### src/rtl/serial_word_pkg.sv
// Shared types and constants for the serial-to-parallel word controller.
package serial_word_pkg;

  localparam int WORD_W = 16;

  typedef enum logic [1:0] {
    IDLE  = 2'b00,
    SHIFT = 2'b01,
    HOLD  = 2'b10
  } state_t;

endpackage

### src/rtl/shift_register.sv
// Serial-in, parallel-out shift storage; new bits enter at bit 0 and move upward.
module shift_register #(
  parameter int WIDTH = 16
) (
  input  logic             clk,
  input  logic             rst_n,
  input  logic             en,
  input  logic             d,
  output logic [WIDTH-1:0] q
);

  logic [WIDTH-1:0] q_r;

  // Shift storage: clears on reset, shifts one bit in when enabled, otherwise holds.
  always_ff @(posedge clk) begin
    if (!rst_n) begin
      q_r <= {WIDTH{1'b0}};
    end else if (en) begin
      q_r <= {q_r[WIDTH-2:0], d};
    end else begin
      q_r <= q_r;
    end
  end

  assign q = q_r;

endmodule

### src/rtl/serial_word_ctrl.sv
// Collects WIDTH serial bits into a word, presents it with a valid/ready
// handshake, and flags bits that arrive while a finished word is pending.
module serial_word_ctrl
  import serial_word_pkg::*;
#(
  parameter int WIDTH = WORD_W
) (
  input  logic             clk,
  input  logic             reset,
  input  logic             start_i,
  input  logic             abort_i,
  input  logic             serial_i,
  input  logic             bit_valid_i,
  output logic [WIDTH-1:0] word_o,
  output logic             word_valid_o,
  input  logic             word_ready_i,
  output logic             shift_en_o,
  output logic             busy_o,
  output logic             overrun_o
);

  localparam int CNT_W = $clog2(WIDTH) + 1;
  localparam logic [CNT_W-1:0] LAST_BIT = CNT_W'(WIDTH - 1);

  state_t           state_r;
  state_t           state_next_s;
  logic [CNT_W-1:0] count_r;
  logic [CNT_W-1:0] count_next_s;
  logic             overrun_r;
  logic             overrun_next_s;
  logic             shift_en_s;
  logic             reset_n_s;

  // Next-state, counter and shift-enable decode; abort outranks an offered bit.
  always_comb begin
    state_next_s   = state_r;
    count_next_s   = count_r;
    shift_en_s     = 1'b0;
    overrun_next_s = 1'b0;
    if (reset) begin
      state_next_s = IDLE;
      count_next_s = {CNT_W{1'b0}};
    end else begin
      case (state_r)
        IDLE: begin
          if (start_i) begin
            state_next_s = SHIFT;
            count_next_s = {CNT_W{1'b0}};
          end else begin
            state_next_s = IDLE;
          end
        end
        SHIFT: begin
          if (abort_i) begin
            state_next_s = IDLE;
            count_next_s = {CNT_W{1'b0}};
          end else if (bit_valid_i) begin
            shift_en_s = 1'b1;
            if (count_r == LAST_BIT) begin
              state_next_s = HOLD;
              count_next_s = {CNT_W{1'b0}};
            end else begin
              count_next_s = count_r + {{(CNT_W-1){1'b0}}, 1'b1};
            end
          end else begin
            state_next_s = SHIFT;
          end
        end
        HOLD: begin
          // Any bit offered while a word waits is lost, whatever else happens.
          overrun_next_s = bit_valid_i;
          if (abort_i) begin
            state_next_s = IDLE;
          end else if (word_ready_i) begin
            if (start_i) begin
              state_next_s = SHIFT;
              count_next_s = {CNT_W{1'b0}};
            end else begin
              state_next_s = IDLE;
            end
          end else begin
            state_next_s = HOLD;
          end
        end
        default: begin
          state_next_s = IDLE;
          count_next_s = {CNT_W{1'b0}};
        end
      endcase
    end
  end

  // State, counter and overrun pulse registers with synchronous reset.
  always_ff @(posedge clk) begin
    if (reset) begin
      state_r   <= IDLE;
      count_r   <= {CNT_W{1'b0}};
      overrun_r <= 1'b0;
    end else begin
      state_r   <= state_next_s;
      count_r   <= count_next_s;
      overrun_r <= overrun_next_s;
    end
  end

  assign reset_n_s = ~reset;

  shift_register #(
    .WIDTH (WIDTH)
  ) shift_register (
    .clk   (clk),
    .rst_n (reset_n_s),
    .en    (shift_en_s),
    .d     (serial_i),
    .q     (word_o)
  );

  assign shift_en_o   = shift_en_s;
  assign word_valid_o = (state_r == HOLD);
  assign busy_o       = (state_r != IDLE);
  assign overrun_o    = overrun_r;

endmodule

### config.mk
export PLATFORM = sky130hd
export DESIGN_NAME = serial_word_ctrl
export DESIGN_NICKNAME = d
export VERILOG_FILES = /design/src/rtl/serial_word_pkg.sv /design/src/rtl/shift_register.sv /design/src/rtl/serial_word_ctrl.sv
export SDC_FILE = /design/constraint.sdc
export NUM_CORES = 1
export LEC_CHECK = 0
export ABC_AREA = 0
export BUFFER_PORTS_ARGS = -buffer_cell sky130_fd_sc_hd__buf_4
export CELL_PAD_IN_SITES_DETAIL_PLACEMENT = 1
export CELL_PAD_IN_SITES_GLOBAL_PLACEMENT = 2
export CORE_ASPECT_RATIO = 0.8
export CORE_MARGIN = 2
export CORE_UTILIZATION = 30
export DETAILED_ROUTE_END_ITERATION = 12
export PLACE_DENSITY_LB_ADDON = 0.1
export SLEW_MARGIN = 20
export SYNTH_ARGS = -nofsm -noshare
export SYNTH_HDL_FRONTEND = slang
export SYNTH_SLANG_ARGS = --single-unit
### constraint.sdc
create_clock -name clk -period 2.03 [get_ports clk]
set_input_delay 0.1015 -clock clk [delete_from_list [all_inputs] [get_ports clk]]
set_output_delay 0.1015 -clock clk [all_outputs]
set_load 0.05 [all_outputs]
==> results.py <==
metrics = {
    "status": {
        "status": "finished, final reports clean",
    },
    "drt": {
        "wirelength_mm": 2.41,
        "wl_per_cell_um": 13.1,
        "drtAntennaViolNets": 0,
        "vias": 878,
        "drc": 0,
        "vias_per_cell": 4.77,
        "drt_pre_antenna_iters": 4,
        "drt_iter0_drc": 34,
    },
    "power": {
        "power_density_nw_per_um2": 667,
        "p_comb_share_pct": 10.7,
        "finalPower_w": 0.000842,
        "swShare_pct": 23.8,
        "intPower_w": 0.000642,
        "ir_drop_mv": 0.382,
        "clkPwrFrac_pct": 32.3,
        "p_switching_w": 0.000200,
        "p_leak_nw": 0.480,
        "p_seq_share_pct": 57.1,
    },
    "cells_and_area": {
        "diodes": 0,
        "final_nets": 154,
        "area_growth_pct": 28.9,
        "regArea_um2": 480,
        "multiInputGateArea_um2": 475,
        "fillers": 384,
        "drive_gt1_share_pct": 26.4,
    },
    "worst_setup_path": {
        "rr_worst_depth": 4,
        "worstPathBufferInverterCount": 1,
        "reg2reg_slack_ns": 0.46,
        "cp-end-kind": "output port",
        "rr_endpoint": "count_r[3]$_SDFFE_PP0P_",
        "critPathMaxFanout": 10,
        "cp-start-kind": "register",
        "arrival_ns": 1.55,
        "reg2reg_from": "state_r[0]$_SDFFE_PP0P_",
        "path_class": "register to output port",
        "crit_path_top_delay_cell": "dfxtp_1",
        "worstPathRequired_ns": 1.93,
        "cpLargestDelayFamily": "simple AND/OR/NAND/NOR gates",
        "cpPeakStageDelay_ns": 0.46,
        "crit_chain": "nor3b_4 > nand2_2 > nor2_1 > buf_4",
    },
    "timing": {
        "grt_setup_unrepaired": "no",
        "fin_worst_skew_ns": 0.00463,
        "timing.fmax_mhz": 605,
        "setup_violations": 0,
        "drv_slew": 0,
        "timing_hold_violations_final": 0,
        "slew_headroom_pct": 79.3,
        "fin_ws_ns": 0.377,
        "tightest_slew_ns": 0.310,
        "final.setup.tns_ns": 0,
        "fin_crit_ns": 1.65,
        "post-route-period-util_pct": 81.4,
    },
    "logic_synthesis": {
        "synth_adder_area_share_pct": 1.28,
        "ys_warn_count": 0,
        "synth_xor_area_share_pct": 0,
        "synth_edf_count": 0,
        "synth_top_cell_by_area": "dfxtp_1",
        "async_reset_ff_share_pct": 0,
        "synthCells": 119,
        "ys_seq_elements": 24,
        "synth_top_area_share_pct": 49.1,
        "synth_mux_area_share_pct": 1.02,
        "synthTopCellsByCount": "35 x nand2_1, 24 x dfxtp_1, 20 x a21oi_1",
        "ys_types": 29,
        "synth_ff_type": "dfxtp_1",
        "yosys.area_share.simple_pct": 29.3,
        "post-synth-top-count-cell": "nand2_1",
        "synth_top_family_by_area": "simple AND/OR/NAND/NOR gates",
        "netlist_area_um2": 978,
        "synth_seq_area_share_pct": 49.1,
        "synth_area_leaders": "dfxtp_1 49%, nand2_1 13%, a21oi_1 10%",
        "synth_compound_area_share_pct": 16.4,
        "synth_nets": 127,
        "syn_avg_cell_area_um2": 8.22,
    },
    "die": {
        "start_util_pct": 31.5,
        "ios": 27,
        "row_count": 18,
        "core_area_um2": 3110,
        "die_y_um": 55.1,
        "die_w_um": 67.9,
        "die_area_um2": 3740,
    },
    "clock_network": {
        "htreeDepth": 1,
        "clockBufferDepth": 2,
        "clk_pin_slew_ns": 0.08,
        "post_cts_buffers": 0,
        "clock_latency_ns": 0.26,
        "cts_root_buf": "clkbuf_8",
        "cts_tree": "done",
        "holdBufCountCts": 0,
        "clock_sinks": 24,
        "cts.repair.resized": 0,
        "numCtsBuffers": 3,
    },
    "worst_hold_path": {
        "hp-start": "abort_i",
        "hold_path_class": "primary input to register",
        "holdPathStages": 2,
        "holdPathEnd": "state_r[1]$_SDFFE_PP0P_",
    },
    "run": {
        "maxCapViolCount": 0,
    },
    "placed_design": {
        "pre_cts_ws_ns": 0.468,
        "io_buffers": 26,
        "globalplace.congestion": 0.722,
        "hpwlAfterDp_mm": 1.72,
    },
    "global_routing": {
        "grt_pass1_vias": 842,
        "track_usage_pct": 14.1,
        "overflow": 0,
        "grt_max_degree": 26,
        "antenna_found_initial": 0,
        "grt_pass1_wl_mm": 3.89,
    },
}
-- flip-flops by register name, indices dropped and copies added, names as in the netlist --
register,cells
shift_register.q,16
count_r,5
state_r,2
overrun_o,1
-- worst max-delay path by stage --
stage	to	slack (ns)	depth (start not counted)	startpoint
2_1_floorplan	shift_en_o	0.28	4	state_r[0]$_SDFFE_PP0P_
3_3_place_gp	count_r[3]$_SDFFE_PP0P_	0.57	4	state_r[0]$_SDFFE_PP0P_
3_5_place_dp	count_r[3]$_SDFFE_PP0P_	0.47	4	state_r[0]$_SDFFE_PP0P_
4_1_cts	shift_en_o	0.34	4	state_r[0]$_SDFFE_PP0P_
5_1_grt	shift_en_o	0.19	4	state_r[0]$_SDFFE_PP0P_
6_report	shift_en_o	0.38	4	state_r[0]$_SDFFE_PP0P_
-- placed cells by master (no fill, tap or decap), types with 2 or more instances in the layout --
cell / count
nand2_1: 35
buf_4: 28
dfxtp_1: 24
a21oi_1: 20
nor2_1: 4
or2_2: 3
nand3_1: 3
clkbuf_8: 3
nor2b_1: 2
o21ai_0: 2
o21a_1: 2
nor3b_1: 2
-- cell families (layout without fill, tap and decap cells) --
family	count (synthesis)	after routing
compound gates	28	28
fa+ha+maj	1	1
buf+inv	7	32
flops	24	24
mux	1	1
simple gates	58	58
-- power by group through the flow --
stage          Sequential (W)  Combinational, W  Clock (W)
5_1_grt              0.000481         0.0000985   0.000302
3_5_place_dp         0.000492         0.0000905          0
4_1_cts              0.000481         0.0000906   0.000288
3_3_place_gp         0.000491         0.0000883          0
6_report             0.000481         0.0000897   0.000271
2_1_floorplan        0.000492         0.0000563          0
-- stage by stage --
step	utilization [%]	hold WS [ns]	cells	instance area [um2]
after floorplan	-	0.177	119	978
after global placement	39.3	0.343	181	1220
after detailed placement	39.3	0.351	181	1220
after CTS	40.6	0.0655	184	1260
after global routing	40.6	0.0795	184	1260
final	40.6	0.0769	184	1260
-- layout make-up --
class | instances | area share [%]
repair buffers | 28 | 16.7
inverters | 1 | 0.298
clock buffers | 3 | 3.27
well taps | 40 | 3.97
multi-input cells | 88 | 37.7
flip-flops and latches | 24 | 38.1
-- routing by layer --
metal | GRT usage (%) | vias up | share of wire (%)
met3 | 4.45 | 0 | 5.1
met5 | 0 | - | 0
met1 | 18.9 | 411 | 50
met4 | 2.00 | 0 | 0
met2 | 23.0 | 18 | 45
li1 | - | 449 | -
Note: power is estimated with default switching activity, not from simulation.
